$ cat src/rtl/ui_red_acc_pkg.sv
// ui_red_acc_pkg: shared definitions for the ui_red_acc reduction accumulator.
//   - state_t  : FSM state encoding (ACC_S gathers elements, HOLD_S holds a result)
//   - clog2_f  : ceiling log2, used to size the element counter
package ui_red_acc_pkg;

  typedef enum logic {
    ACC_S  = 1'b0,
    HOLD_S = 1'b1
  } state_t;

  // Ceiling log2 for elaboration-time sizing; returns 0 for v <= 1.
  function automatic int clog2_f(input int v);
    int r;
    r = 0;
    for (int i = 0; i < 32; i++) begin
      if ((64'd1 << i) < 64'(v)) begin
        r = i + 1;
      end
    end
    return r;
  endfunction

endpackage

$ cat src/rtl/ui_add_c.sv
// ui_add_c: combinational N-bit unsigned adder with carry-out.
// Ports:
//   a, b : N-bit unsigned operands
//   s    : N-bit sum (a + b modulo 2^N)
//   co   : carry-out of bit N-1
module ui_add_c #(
  parameter int N = 64
) (
  input  logic [N-1:0] a,
  input  logic [N-1:0] b,
  output logic [N-1:0] s,
  output logic         co
);

  // One extra bit on each operand captures the carry-out.
  assign {co, s} = {1'b0, a} + {1'b0, b};

endmodule

$ cat src/rtl/ui_red_acc.sv
// ui_red_acc: streaming unsigned reduction accumulator. Sums each group of LEN
// consecutive N-bit products modulo 2^N and presents the registered sum plus a
// sticky carry flag over a valid/ready handshake.
// Ports:
//   clk, rst  : clock and asynchronous active-high reset
//   in_data   : product from the multiplier
//   in_valid  : in_data valid this cycle
//   in_ready  : element accepted this cycle (combinational, depends on out_ready)
//   out_data  : completed reduction sum (registered)
//   out_valid : out_data/out_ovf valid (registered)
//   out_ready : consumer accepts result this cycle
//   out_ovf   : at least one carry-out occurred during this reduction (registered)
module ui_red_acc
  import ui_red_acc_pkg::*;
#(
  parameter int N   = 64,
  parameter int LEN = 16,
  parameter int CW  = (clog2_f(LEN) < 1) ? 1 : clog2_f(LEN)
) (
  input  logic         clk,
  input  logic         rst,
  input  logic [N-1:0] in_data,
  input  logic         in_valid,
  output logic         in_ready,
  output logic [N-1:0] out_data,
  output logic         out_valid,
  input  logic         out_ready,
  output logic         out_ovf
);

  localparam logic [CW-1:0] LAST_C = CW'(LEN - 1);

  state_t        state_r,     state_s;
  logic [N-1:0]  acc_r,       acc_s;
  logic          ovf_acc_r,   ovf_acc_s;
  logic [CW-1:0] cnt_r,       cnt_s;
  logic [N-1:0]  out_data_r,  out_data_s;
  logic          out_valid_r, out_valid_s;
  logic          out_ovf_r,   out_ovf_s;

  logic [N-1:0]  sum_s;
  logic          carry_s;
  logic          in_ready_s;
  logic          accept_s;
  logic          emit_s;
  logic          last_s;

  ui_add_c #(.N(N)) u_add (
    .a  (acc_r),
    .b  (in_data),
    .s  (sum_s),
    .co (carry_s)
  );

  // HOLD passes out_ready straight through so a consumed result frees the slot
  // in the same cycle; reset blocks acceptance.
  assign in_ready_s = rst ? 1'b0 : ((state_r == ACC_S) ? 1'b1 : out_ready);
  assign accept_s   = in_valid && in_ready_s;
  assign emit_s     = out_valid_r && out_ready;
  assign last_s     = (cnt_r == LAST_C);

  // Next-state and next-register computation for the ACC/HOLD FSM.
  always_comb begin
    state_s     = state_r;
    acc_s       = acc_r;
    ovf_acc_s   = ovf_acc_r;
    cnt_s       = cnt_r;
    out_data_s  = out_data_r;
    out_valid_s = out_valid_r;
    out_ovf_s   = out_ovf_r;
    case (state_r)
      ACC_S: begin
        if (accept_s) begin
          if (last_s) begin
            out_data_s  = sum_s;
            out_ovf_s   = ovf_acc_r | carry_s;
            out_valid_s = 1'b1;
            acc_s       = {N{1'b0}};
            ovf_acc_s   = 1'b0;
            cnt_s       = {CW{1'b0}};
            state_s     = HOLD_S;
          end else begin
            acc_s       = sum_s;
            ovf_acc_s   = ovf_acc_r | carry_s;
            cnt_s       = cnt_r + CW'(1);
          end
        end else begin
          state_s = ACC_S;
        end
      end
      HOLD_S: begin
        if (emit_s) begin
          if (accept_s) begin
            // Back-to-back: the accepted element opens the next reduction.
            if (LEN == 1) begin
              out_data_s  = in_data;
              out_ovf_s   = 1'b0;
              out_valid_s = 1'b1;
              state_s     = HOLD_S;
            end else begin
              acc_s       = in_data;
              cnt_s       = CW'(1);
              ovf_acc_s   = 1'b0;
              out_valid_s = 1'b0;
              state_s     = ACC_S;
            end
          end else begin
            out_valid_s = 1'b0;
            state_s     = ACC_S;
          end
        end else begin
          state_s = HOLD_S;
        end
      end
      default: begin
        state_s     = ACC_S;
        acc_s       = {N{1'b0}};
        ovf_acc_s   = 1'b0;
        cnt_s       = {CW{1'b0}};
        out_valid_s = 1'b0;
      end
    endcase
  end

  // State and datapath registers.
  always_ff @(posedge clk or posedge rst) begin
    if (rst) begin
      state_r     <= ACC_S;
      acc_r       <= {N{1'b0}};
      ovf_acc_r   <= 1'b0;
      cnt_r       <= {CW{1'b0}};
      out_data_r  <= {N{1'b0}};
      out_valid_r <= 1'b0;
      out_ovf_r   <= 1'b0;
    end else begin
      state_r     <= state_s;
      acc_r       <= acc_s;
      ovf_acc_r   <= ovf_acc_s;
      cnt_r       <= cnt_s;
      out_data_r  <= out_data_s;
      out_valid_r <= out_valid_s;
      out_ovf_r   <= out_ovf_s;
    end
  end

  assign in_ready  = in_ready_s;
  assign out_data  = out_data_r;
  assign out_valid = out_valid_r;
  assign out_ovf   = out_ovf_r;

endmodule

$ cat config.mk
export PLATFORM = sky130hd
export DESIGN_NAME = ui_red_acc
export DESIGN_NICKNAME = d
export VERILOG_FILES = /design/src/rtl/ui_red_acc_pkg.sv /design/src/rtl/ui_add_c.sv /design/src/rtl/ui_red_acc.sv
export SDC_FILE = /design/constraint.sdc
export NUM_CORES = 1
export LEC_CHECK = 0
export ABC_AREA = 1
export ABC_CLOCK_PERIOD_IN_PS = 4350
export BUFFER_PORTS_ARGS = -buffer_cell sky130_fd_sc_hd__clkbuf_2
export CAP_MARGIN = 30
export CORE_MARGIN = 4
export CORE_UTILIZATION = 60
export DETAILED_ROUTE_END_ITERATION = 8
export MAX_ROUTING_LAYER = met4
export PLACE_DENSITY = 0.82
export SKIP_CTS_REPAIR_TIMING = 1
export SYNTH_ARGS = -nofsm -noshare
export SYNTH_HDL_FRONTEND = slang
export SYNTH_SLANG_ARGS = --single-unit
export TNS_END_PERCENT = 20
$ cat constraint.sdc
create_clock -name clk -period 4.35 [get_ports clk]
set_input_delay 0.2175 -clock clk [delete_from_list [all_inputs] [get_ports clk]]
set_output_delay 0.2175 -clock clk [all_outputs]
set_load 0.02 [all_outputs]
# Yosys cells after proc, flatten, opt, wreduce, memory -nomap -nowiden
# Index checks and enable logic that the tools add are counted.
dict set report word_totals {
  regBits 136
  latch_bits 0
  mem_bits_rw 0
  mem_bits_ro 0
  inputBits 68
  output_inout_bits 67
  n_memories 0
}
dict set report op_classes {
  add_sub_neg 2
  mul 0
  div 0
  n_lt_le_gt_ge 0
  n_eq_ne 5
  shift 0
  mux 25
  n_bitwise 2
  n_reduce_logical 5
}
# op n
set op_table {}
lappend op_table {{2-to-1 mux 64 bit} 4}
lappend op_table {{case mux 64 bit (2 select lines)} 1}
lappend op_table {{adder 64 x 64 -> 65 bit} 1}
lappend op_table {{2-to-1 mux 4 bit} 4}
lappend op_table {{2-to-1 mux 1 bit} 12}
lappend op_table {{AND reduction 3 bit} 3}
lappend op_table {{case mux 4 bit (2 select lines)} 1}
lappend op_table {{case mux 1 bit (2 select lines)} 3}
lappend op_table {{adder 4 x 1 -> 4 bit (second input constant)} 1}
lappend op_table {{equality test 4 bit (second input constant)} 1}
lappend op_table {{!= test 2 x 1 -> 1 bit (second input constant)} 2}
lappend op_table {{!= test 2 bit (second input constant)} 2}
lappend op_table {{logical AND 1 bit} 2}
lappend op_table {{NOT 1 bit} 1}
lappend op_table {{bitwise OR 1 bit} 1}

# Logic depth before layout (Yosys ltp)
# Gate-level depths: netlist of run 1.
dict set report depth {
  ltp_word 6
  depth_mapped 17
  depth_no_buf 17
}

# By module
# From an unflattened synthesis of run 1, not the netlist that was laid out.
dict set report unflattened {
  hier_cells 2104
  area_unflattened_um2 11980.2
}
# mod n_inst cells_per_inst area_each_um2
set by_module_without_submodules {}
lappend by_module_without_submodules {ui_red_acc 1 806 6025.8}
lappend by_module_without_submodules {ui_add_c 1 1298 5954.5}

# Worst setup path after synthesis of run 1
# Ideal clock, no wire load.
dict set report synth_path {
  kind {reg-to-reg}
  from {register acc_r[0]}
  to {register acc_r[20]}
  setup_time_ps 122
  arrival_time_ps 1933
  t_required_ps 4228
  setup_slack_ps 2295
  stages_incl_launch_ff 12
  path_buffers 0
  period_less_slack_ps 2055
  path_cell_list {dfrtp_1 > ha_1 > fa_1 > nand3_1 > nand3_1 > nand3_1 > nand3_1 > nand2_1 > nand2_1 > or2_2 > nand3_1 > a21oi_1}
}
dict set report synth_via {
  elab_chain_len 4
}
# item line
set synth_rtl {}
lappend synth_rtl {{start: declaration} ui_red_acc.sv:34} ;# logic [N-1:0] acc_r, acc_s;
lappend synth_rtl {{start signal: assignment} ui_red_acc.sv:129} ;# acc_r <= {N{1'b0}};
lappend synth_rtl {{start signal: assignment} ui_red_acc.sv:137} ;# acc_r <= acc_s;
lappend synth_rtl {{adder 64 x 64 -> 65 bit} ui_add_c.sv:16} ;# assign {co, s} = {1'b0, a} + {1'b0, b};
lappend synth_rtl {{2-to-1 mux 64 bit} ui_red_acc.sv:74} ;# if (last_s) begin
lappend synth_rtl {{2-to-1 mux 64 bit} ui_red_acc.sv:73} ;# if (accept_s) begin
lappend synth_rtl {{case mux 64 bit (2 select lines)} ui_red_acc.sv:71} ;# case (state_r)
# No other way between the ends. The select of a mux whose other input is x is not followed.
# A chain may end at the register's enable or synchronous reset.

# Final worst setup path of run 1
dict set report layout_path {
  from {register state_r}
  to {register acc_r[34]}
}
dict set report layout_via {
  elab_chain_len 5
}
# item line
set layout_rtl {}
lappend layout_rtl {{start: declaration} ui_red_acc.sv:33} ;# state_t state_r, state_s;
lappend layout_rtl {{start signal: assignment} ui_red_acc.sv:136} ;# state_r <= state_s;
lappend layout_rtl {{2-to-1 mux 1 bit (2 in a row)} ui_red_acc.sv:57} ;# assign in_ready_s = rst ? 1'b0 : ((state_r == ACC_S) ? 1'b1 : out_ready);
lappend layout_rtl {{logical AND 1 bit} ui_red_acc.sv:58} ;# assign accept_s = in_valid && in_ready_s;
lappend layout_rtl {{!= test 2 bit (no source line) / != test 2 x 1 -> 1 bit (equally long branches)} -}
lappend layout_rtl {{AND reduction 3 bit (no source line)} -}
# Several ways; a longest one is shown, not always the timed one.

==> results of run 1 <==
## cell type report
type,instances,area [µm²],area share [%]
Clock buffer,19,453,3.57
Clock inverter,13,131,1.03
Inverter,272,1030,8.08
Multi-Input combinational cell,1344,6620,52.1
Sequential cell,136,3400,26.8
Tap cell,229,287,2.26
Timing Repair Buffer,145,788,6.20
## power groups by stage
stage / Combinational [mW] / Sequential, mW / Clock [mW]
floorplan: 3.56 / 1.96 / 0
global placement: 4.91 / 1.90 / 0
detailed placement: 5.02 / 1.92 / 0
CTS: 5.07 / 1.91 / 1.49
global route: 5.71 / 1.95 / 1.56
finish: 5.19 / 1.91 / 1.50
## metrics by stage
step | hold slack (ns) | std cells | setup slack [ns] | util, % | instance area (µm²)
after floorplan | 0.331 | 1791 | 0.493 | - | 11200
final | 0.0107 | 2158 | 1.52 | 70.0 | 12700
after global routing | 0.0309 | 2158 | 1.40 | 70.0 | 12700
after global placement | 0.447 | 2123 | 1.75 | 66.5 | 12100
after detailed placement | 0.465 | 2124 | 1.67 | 66.6 | 12100
after CTS | 0.0153 | 2156 | 1.64 | 69.8 | 12700
## critical path, cell delays in order, from the launching register on
cell	delay, ns
sky130_fd_sc_hd__dfrtp_2	0.36
sky130_fd_sc_hd__buf_4	0.58
sky130_fd_sc_hd__a21oi_4	0.11
sky130_fd_sc_hd__inv_2	0.37
sky130_fd_sc_hd__buf_4	0.59
sky130_fd_sc_hd__nor2_2	0.30
sky130_fd_sc_hd__a22oi_1	0.21
sky130_fd_sc_hd__o21ai_1	0.09
## worst max-delay path by stage
stage | start | end | cells after the start
detailed placement | state_r$_DFF_PP0_ | acc_r[34]$_DFFE_PP0P_ | 7
CTS | state_r$_DFF_PP0_ | acc_r[34]$_DFFE_PP0P_ | 7
finish | state_r$_DFF_PP0_ | acc_r[34]$_DFFE_PP0P_ | 7
global route | state_r$_DFF_PP0_ | acc_r[39]$_DFFE_PP0P_ | 7
global placement | state_r$_DFF_PP0_ | acc_r[35]$_DFFE_PP0P_ | 7
floorplan | rst | acc_r[0]$_DFFE_PP0P_ | 1
## sequential cells by signal, summed over array words and instances, names as in the netlist
| register | cells |
|---|---|
| out_ovf | 1 |
| state_r | 1 |
| out_valid | 1 |
| out_data | 64 |
| acc_r | 64 |
| cnt_r | 4 |
| ovf_acc_r | 1 |
## placed cells by master (no fill, tap or decap), drive strengths merged
cell / instances
nand4: 14
xor2: 21
a211oi: 1
nand3b: 6
clkinvlp: 2
o21ai: 33
nor3: 20
nand2: 696
bufinv: 1
and3: 2
o21a: 1
o21bai: 10
a21oi: 139
xnor2: 8
clkinv: 4
fa: 1
clkbuf: 153
dlygate4sd3: 1
or2: 7
nor2: 168
a22oi: 16
inv: 278
ha: 65
dfrtp: 136
nand3: 126
o22ai: 9
a21o: 1
buf: 10
## routing by layer
layer	wire [µm]	up-vias
met5	0	-
met1	15900	5613
met3	3030	124
met2	18300	627
met4	1650	0
li1	-	5868
## cells by family after synthesis
| kind of cell | Yosys count | share of synthesized area, % |
|---|---|---|
| compound gates | 210 | 10.3 |
| fa+ha+maj | 66 | 7.43 |
| xor+xnor | 29 | 2.33 |
| flops | 136 | 30.3 |
| simple gates | 1039 | 38.9 |
| buf+inv | 311 | 10.7 |
==> flow_metrics.py, run 1 <==
metrics = {
    "global_routing": {
        "grt_overflow_total": 0,
        "grt_first_pass_wirelength_um": 60400,
        "via_count_of_the_first_global_routing_pass": 11700,
        "global_route.usage.met3_pct": 6.80,
        "antenna_found_initial": 0,
        "busiest_layer": "met2",
        "grt_usage_pct": 38.3,
        "grt_max_degree": 106,
        "groute.layer.met2.usage_pct": 62.0,
        "grtUsageMet1_pct": 47.7,
    },
    "power_and_ir_drop": {
        "p_sw_mw": 4.46,
        "power.share.switching_pct": 51.9,
        "vdd_drop_max_mv": 0.335,
        "seq_power_share_pct": 22.2,
        "power_density_over_cell_area_nw_per_um2": 677,
        "totalPowerFinal_mw": 8.60,
        "clock_power_share_pct": 17.5,
        "power.share.combinational_pct": 60.3,
        "leakagePower_nw": 7.22,
        "p_int_mw": 4.14,
    },
    "sta": {
        "period_share_pct": 65.0,
        "setup_violations": 0,
        "unrepaired_setup_endpoints_after_global_routing": "false",
        "finalWorstPathRequiredPeriod_ns": 2.83,
        "maxClockFrequency_ghz": 0.354,
        "timing_max_transition_violations_final": 0,
        "timing_worst_slew_pin_value_ns": 0.745,
        "clock-skew-final_ns": 0.0152,
        "final_hold_viol_count": 0,
        "worst_slew_margin_rel_pct": 50.3,
        "timing.setup.tns_ns": 0,
    },
    "synth": {
        "yosys.area.top_type_share_pct": 30.3,
        "yosys.cell_types.count": 40,
        "count_of_state_elements_after_synthesis": 136,
        "yosysWarningCount": 0,
        "post_synth_inst_count": 1791,
        "post_synth_instance_area_um2": 11200,
        "synthesis.nets": 1925,
        "ys_async_sr_fraction_pct": 100,
        "synth.avg_cell_area_um2": 6.26,
        "synth_flop_cell": "sky130_fd_sc_hd__dfrtp_1",
        "synth-seq-area-share_pct": 30.3,
        "synth_enable_flop_cells": 0,
        "synth_top_cells_by_area": "sky130_fd_sc_hd__dfrtp_1 30%, sky130_fd_sc_hd__nand2_1 23%, sky130_fd_sc_hd__inv_1 8.5%",
        "synth_top_cells_by_count": "673 x sky130_fd_sc_hd__nand2_1, 254 x sky130_fd_sc_hd__inv_1, 147 x sky130_fd_sc_hd__nor2_1, 136 x sky130_fd_sc_hd__dfrtp_1, 134 x sky130_fd_sc_hd__a21oi_1",
        "yosys.cell_count.top_type": "sky130_fd_sc_hd__nand2_1",
        "synth.largest_area_cell": "sky130_fd_sc_hd__dfrtp_1",
    },
    "detailed_routing": {
        "drtPass1Iterations": 8,
        "drc": 0,
        "routed_wl_um": 38800,
        "vias": 12200,
        "drt-vias-per-instance": 5.67,
        "routedWlPerCell_um": 18.0,
        "dr.first_iter.drc_count": 1157,
        "antenna_viol_nets_final": 0,
    },
    "min_path": {
        "timing.hold.worst_path_depth": 2,
        "launch_point_of_the_worst_hold_path": "out_ready",
        "hp-class": "input pin to flop",
        "timing.hold.worst_endpoint": "out_valid$_DFFE_PP0P_",
    },
    "critical_path": {
        "crit_arrival_ns": 3.12,
        "critical_path.endpoint_type": "flop",
        "rr_startpoint": "state_r$_DFF_PP0_",
        "critPathMaxFanout": 55,
        "ff2ff_path_depth": 7,
        "critPathRequiredTime_ns": 4.65,
        "reg2reg_setup_slack_ns": 1.52,
        "reg2reg_to": "acc_r[34]$_DFFE_PP0P_",
        "start_kind": "flop",
        "worst-setup-path-type": "flop to flop",
    },
    "placement": {
        "io_buffers": 134,
        "routabilityCongestion": 1.02,
        "place_hpwl_um": 30100,
    },
    "clocking": {
        "cts-root-buf": "sky130_fd_sc_hd__clkbuf_16",
        "cts.reportedPaths.clkPinSlew_ns": 0.07,
        "cts-root-to-sink-buffers": 2,
        "htree_levels": 4,
        "cts_tree": "built",
        "insertion_delay_ns": 0.44,
        "tritoncts.num_buffers": 17,
        "clock_sink_count": 136,
    },
    "final_layout": {
        "share_of_final_layout_standard_cells_stronger_than_drive_strength_1_pct": 13.2,
        "nets": 2050,
        "area_growth_pct": 13.3,
        "filler_cell_count": 1621,
        "antennaDiodeCount": 0,
    },
    "status": {
        "status": "completed",
    },
    "die": {
        "die_y_um": 145,
        "core_region_area_um2": 18100,
        "io-pin-count": 135,
        "initial_utilization_pct": 61.8,
        "die_width_um": 145,
        "die-area_um2": 20900,
        "floorplan_row_count": 49,
    },
    "flow_run": {
        "max_cap_violations": 0,
    },
}
No activity file was read; power rests on OpenSTA's default activity.
==> inputs of run 2 (changes only) <==
ABC_CLOCK_PERIOD_IN_PS = 2800   (was 4350)
clock period = 2.8 ns   (was 4.35 ns; I/O delays follow)
==> run 2 against run 1 <==
- the run now ends with hold timing left
- worst hold slack lost 0.035 ns
- sequential power grew 56%
- critical path depth grew 6
- flip-flop and latch count is the same
- maximum frequency grew 10%
- clock power grew 53%
- first-iteration DRC count shrank 4.1%
- non-clock buffer count grew 25
- routed wire length grew 2.5%
- clock skew shrank 0.0047 ns
- critical endpoint is now acc_r[44]$_DFFE_PP0P_
==> flow_metrics.py, run 2 (synthesis gave the netlist of run 1 again) <==
metrics = {
    "clocking": {
        "cts-root-to-sink-buffers": 2,
        "insertion_delay_ns": 0.44,
        "tritoncts.num_buffers": 17,
        "cts-root-buf": "sky130_fd_sc_hd__clkbuf_16",
        "cts_tree": "built",
        "clock_sink_count": 136,
        "cts.reportedPaths.clkPinSlew_ns": 0.07,
        "htree_levels": 4,
    },
    "detailed_routing": {
        "routedWlPerCell_um": 18.2,
        "antenna_viol_nets_final": 0,
        "drc": 0,
        "routed_wl_um": 39800,
        "drtPass1Iterations": 6,
        "dr.first_iter.drc_count": 1110,
        "drt-vias-per-instance": 5.67,
        "vias": 12400,
    },
    "die": {
        "die_width_um": 145,
        "die_y_um": 145,
        "io-pin-count": 135,
        "core_region_area_um2": 18100,
        "floorplan_row_count": 49,
        "die-area_um2": 20900,
        "initial_utilization_pct": 61.8,
    },
    "power_and_ir_drop": {
        "power_density_over_cell_area_nw_per_um2": 1040,
        "leakagePower_nw": 7.32,
        "p_int_mw": 6.48,
        "clock_power_share_pct": 17.1,
        "power.share.switching_pct": 51.9,
        "p_sw_mw": 6.99,
        "seq_power_share_pct": 22.1,
        "power.share.combinational_pct": 60.8,
        "totalPowerFinal_mw": 13.5,
        "vdd_drop_max_mv": 0.490,
    },
    "critical_path": {
        "critPathRequiredTime_ns": 3.17,
        "critPathMaxFanout": 4,
        "worst-setup-path-type": "flop to flop",
        "critical_path.endpoint_type": "flop",
        "crit_arrival_ns": 2.93,
        "start_kind": "flop",
    },
    "sta": {
        "setup_violations": 0,
        "clock-skew-final_ns": 0.0105,
        "finalWorstPathRequiredPeriod_ns": 2.56,
        "fin_worst_hold_slack_ns": -0.0248,
        "unrepaired_setup_endpoints_after_global_routing": "false",
        "timing.setup.tns_ns": 0,
        "worst_slew_margin_rel_pct": 41.2,
        "timing_worst_slew_pin_value_ns": 0.881,
        "maxClockFrequency_ghz": 0.391,
        "final_hold_viol_count": 1,
        "post-route-worst-setup-slack_ns": 0.239,
        "timing_max_transition_violations_final": 0,
        "period_share_pct": 91.4,
    },
    "placement": {
        "routabilityCongestion": 1.09,
        "pre_cts_slack_ns": 0.324,
        "io_buffers": 134,
        "place_hpwl_um": 31000,
    },
    "final_layout": {
        "antennaDiodeCount": 0,
        "nets": 2075,
        "share_of_final_layout_standard_cells_stronger_than_drive_strength_1_pct": 13.6,
        "most_used_cells_in_the_layout_excluding_fill_and_tap_cells": "673 x sky130_fd_sc_hd__nand2_1, 253 x sky130_fd_sc_hd__inv_1, 147 x sky130_fd_sc_hd__nor2_1",
        "layout.cells.most_common": "sky130_fd_sc_hd__nand2_1",
        "area_growth_pct": 15.1,
    },
    "global_routing": {
        "grt_max_degree": 88,
        "grt_overflow_total": 0,
        "grt_usage_pct": 39.4,
        "antenna_found_initial": 0,
        "via_count_of_the_first_global_routing_pass": 12000,
        "grt_first_pass_wirelength_um": 61800,
    },
    "min_path": {
        "hp-class": "input pin to flop",
    },
    "status": {
        "failing_checks": "hold timing",
        "status": "finished with violations",
    },
    "flow_run": {
        "max_cap_violations": 0,
    },
}
## run 2: power groups by stage
stage / Clock [mW] / Sequential, mW / Combinational, mW
floorplan: 0 / 3.05 / 5.53
global placement: 0 / 2.94 / 7.79
detailed placement: 0 / 2.99 / 7.93
CTS: 2.30 / 2.97 / 7.99
global route: 2.41 / 3.04 / 9.03
finish: 2.30 / 2.98 / 8.19
## run 2: critical path, stage by stage (launching register included)
cell and delay [ns]:
sky130_fd_sc_hd__dfrtp_1 0.38, sky130_fd_sc_hd__ha_1 0.22, sky130_fd_sc_hd__fa_1 0.46, sky130_fd_sc_hd__nand3_1 0.12, sky130_fd_sc_hd__nand3_1 0.14, sky130_fd_sc_hd__nand3_1 0.11
sky130_fd_sc_hd__nand3_1 0.19, sky130_fd_sc_hd__nand2_1 0.14, sky130_fd_sc_hd__nand2_2 0.16, sky130_fd_sc_hd__nand2_1 0.20, sky130_fd_sc_hd__nand2_1 0.07, sky130_fd_sc_hd__nand2_1 0.08
sky130_fd_sc_hd__nand3_1 0.07, sky130_fd_sc_hd__a21oi_1 0.14
## run 2: worst paths after layout
kind                       slack, ns  depth (start not counted)                       end                      from
min in group asynchronous       0.34                          3       out_ovf$_DFFE_PP0P_                       rst
max                             0.24                         13     acc_r[44]$_DFFE_PP0P_      acc_r[0]$_DFFE_PP0P_
min reg2reg                     0.48                          2  out_data[18]$_DFFE_PP0P_  out_data[18]$_DFFE_PP0P_
max in group asynchronous       1.61                          4     acc_r[37]$_DFFE_PP0P_                       rst
min                            -0.02                          3     acc_r[46]$_DFFE_PP0P_               in_data[46]
max reg2reg                     0.24                         13     acc_r[44]$_DFFE_PP0P_      acc_r[0]$_DFFE_PP0P_
## run 2: per-stage QoR
stage,util (%),instance area (µm²),std cells
2_1_floorplan,-,11200,1791
3_3_place_gp,67.2,12200,2137
3_5_place_dp,67.2,12200,2137
4_1_cts,70.4,12800,2169
5_1_grt,71.1,12900,2183
6_report,71.1,12900,2183
## run 2: area by class of cell
cell class	count	area, µm²
Clock inverter	13	136
Tap cell	229	287
Clock buffer	19	443
Multi-Input combinational cell	1344	6620
Sequential cell	136	3400
Inverter	272	1020
Timing Repair Buffer	170	1000
Fill cell	1595	5240
## run 2: per-layer routing
layer	vias to the layer above	part of all wire (%)	track usage [%]
met3	137	8.4	6.77
met5	-	0	-
li1	5911	-	-
met2	658	47	63.0
met1	5663	40	48.2
met4	0	5.4	19.5
==> inputs of run 3 (changes only) <==
==> constraint.sdc (replaced) <==
create_clock -name clk -period 2.8 [get_ports clk]
set_input_delay 0.42 -clock clk [delete_from_list [all_inputs] [get_ports clk]]
set_output_delay 0.42 -clock clk [all_outputs]
set_load 0.02 [all_outputs]
==> run 3 against run 2 <==
- the run now ends clean
- flip-flop and latch count unchanged
- sequential power is essentially flat
- routed wire length increased by 0.43%
- maximum frequency increased by 0.89%
- total power up 0.33%
- critical endpoint unchanged
- largest power group unchanged
==> flow_metrics.py, run 3 (synthesis gave the netlist of run 1 again) <==
metrics = {
    "critical_path": {
        "crit_arrival_ns": 2.90,
        "crit_start": "acc_r[0]$_DFFE_PP0P_",
        "worstSetupPathDepth": 13,
        "critPathMaxFanout": 4,
        "setup.worst_path.end": "acc_r[44]$_DFFE_PP0P_",
        "cpMostUsedCell": "sky130_fd_sc_hd__nand3_1",
        "critical_path.endpoint_type": "flop",
        "worst-setup-path-type": "flop to flop",
        "reg2reg_setup_slack_ns": 0.26,
        "ff2ff_path_depth": 13,
        "critPathTopFamily": "simple AND/OR/NAND/NOR gates",
        "crit_path_top_delay_cell": "sky130_fd_sc_hd__fa_1",
        "reg2reg_to": "acc_r[44]$_DFFE_PP0P_",
        "critPathMaxStageDelay_ns": 0.46,
        "rr_startpoint": "acc_r[0]$_DFFE_PP0P_",
        "crit_buf_inv": 0,
        "start_kind": "flop",
        "critPathRequiredTime_ns": 3.16,
        "cp_cell_sequence": "ha_1, fa_1, nand3_1, nand3_1, nand3_1, nand3_1, nand2_1, nand2_2, nand2_1, nand2_1, nand2_1, nand3_1, a21oi_1",
    },
    "sta": {
        "setup_violations": 0,
        "timing.setup.tns_ns": 0,
        "timing_worst_slew_pin_value_ns": 0.882,
        "finalWorstPathRequiredPeriod_ns": 2.54,
        "final_hold_viol_count": 0,
        "timing_max_transition_violations_final": 0,
        "clock-skew-final_ns": 0.0106,
        "worst_slew_margin_rel_pct": 41.1,
        "maxClockFrequency_ghz": 0.394,
        "unrepaired_setup_endpoints_after_global_routing": "false",
        "period_share_pct": 90.6,
    },
    "placement": {
        "io_buffers": 134,
        "placed_cells": 2141,
        "routabilityCongestion": 1.09,
        "place_hpwl_um": 31100,
    },
    "final_layout": {
        "nets": 2065,
        "area_growth_pct": 14.2,
        "layout.cells.most_common": "sky130_fd_sc_hd__nand2_1",
        "instances_no_fill": 2174,
        "most_used_cells_in_the_layout_excluding_fill_and_tap_cells": "673 x sky130_fd_sc_hd__nand2_1, 253 x sky130_fd_sc_hd__inv_1, 147 x sky130_fd_sc_hd__nor2_1",
        "share_of_final_layout_standard_cells_stronger_than_drive_strength_1_pct": 13.8,
    },
    "clocking": {
        "tritoncts.num_buffers": 17,
        "cts.reportedPaths.clkPinSlew_ns": 0.07,
        "clock_sink_count": 136,
        "insertion_delay_ns": 0.43,
        "cts-root-to-sink-buffers": 2,
        "cts_tree": "built",
        "htree_levels": 4,
        "cts-root-buf": "sky130_fd_sc_hd__clkbuf_16",
    },
    "power_and_ir_drop": {
        "vdd_drop_max_mv": 0.673,
        "p_sw_mw": 6.94,
        "seq_power_share_pct": 22.1,
        "leakagePower_nw": 7.28,
        "power_density_over_cell_area_nw_per_um2": 1050,
        "power.share.combinational_pct": 60.7,
        "p_int_mw": 6.57,
        "power.share.switching_pct": 51.4,
        "clock_power_share_pct": 17.2,
    },
    "detailed_routing": {
        "drc": 0,
        "antenna_viol_nets_final": 0,
        "routed_wl_um": 40000,
        "vias": 12300,
        "routedWlPerCell_um": 18.4,
        "drt-vias-per-instance": 5.66,
        "dr.first_iter.drc_count": 1088,
        "drtPass1Iterations": 6,
    },
    "global_routing": {
        "grt_max_degree": 88,
        "antenna_found_initial": 1,
        "grt_first_pass_wirelength_um": 61500,
        "via_count_of_the_first_global_routing_pass": 11900,
        "grt_overflow_total": 0,
        "grt_usage_pct": 39.2,
    },
    "status": {
        "status": "completed",
    },
    "die": {
        "core_region_area_um2": 18100,
        "die_y_um": 145,
        "floorplan_row_count": 49,
        "die_width_um": 145,
        "die-area_um2": 20900,
        "io-pin-count": 135,
        "initial_utilization_pct": 61.8,
    },
    "min_path": {
        "hp-class": "input pin to asynchronous set/reset pin",
    },
    "flow_run": {
        "max_cap_violations": 0,
    },
}
==> run 3: power groups by stage <==
| stage | Clock [mW] | Combinational (mW) | Sequential (mW) |
|---|---|---|---|
| after global routing | 2.42 | 9.02 | 3.05 |
| after floorplan | 0 | 5.53 | 3.05 |
| after global placement | 0 | 7.79 | 2.96 |
| after CTS | 2.31 | 8.02 | 2.98 |
| final | 2.32 | 8.20 | 2.99 |
| after detailed placement | 0 | 7.95 | 2.99 |
==> run 3: how the worst min path moves through the flow <==
stage / slack (ns) / start / end / cells past startpoint
4_1_cts: 0.14 / rst / acc_r[62]$_DFFE_PP0P_ / 3
3_3_place_gp: 0.45 / out_data[4]$_DFFE_PP0P_ / out_data[4]$_DFFE_PP0P_ / 2
2_1_floorplan: 0.45 / ovf_acc_r$_DFFE_PP0P_ / ovf_acc_r$_DFFE_PP0P_ / 2
5_1_grt: 0.16 / rst / ovf_acc_r$_DFFE_PP0P_ / 3
3_5_place_dp: 0.46 / out_data[37]$_DFFE_PP0P_ / out_data[37]$_DFFE_PP0P_ / 2
6_report: 0.12 / rst / acc_r[62]$_DFFE_PP0P_ / 3
==> run 3: layer usage <==
layer / vias to the layer above / GRT usage [%] / wire length (µm) / part of all wire (%)
met1: 5621 / 47.8 / 15800 / 40
met2: 665 / 64.1 / 19000 / 47
met5: - / - / 0 / 0
li1: 5884 / - / - / -
met4: 0 / 18.1 / 1970 / 4.9
met3: 139 / 6.05 / 3210 / 8.0
==> run 3: cell type report <==
cell class | count | area (µm²)
multi-input cells | 1344 | 6620
fillers | 1589 | 5340
flip-flops and latches | 136 | 3400
inverters | 272 | 1020
repair buffers | 160 | 891
clock buffers | 20 | 447
well taps | 229 | 287
clock inverters | 12 | 141
diodes | 1 | 2.50
==> run 3: through the flow <==
| stage | utilization (%) | worst slack [ns] | hold slack, ns | area (µm²) | power [mW] |
|---|---|---|---|---|---|
| 2_1_floorplan | - | 0.678 | 0.450 | 11200 | 8.58 |
| 4_1_cts | 70.6 | 0.291 | 0.139 | 12800 | 13.3 |
| 3_3_place_gp | 67.3 | 0.202 | 0.455 | 12200 | 10.7 |
| 6_report | 70.6 | 0.262 | 0.117 | 12800 | 13.5 |
| 3_5_place_dp | 67.3 | 0.111 | 0.464 | 12200 | 10.9 |
| 5_1_grt | 70.6 | 0.102 | 0.155 | 12800 | 14.5 |
==> run 3: worst min-delay path, stage by stage <==
cell	delay, ns
sky130_fd_sc_hd__clkbuf_2	0.13
sky130_fd_sc_hd__clkinvlp_4	0.13
sky130_fd_sc_hd__buf_12	0.25
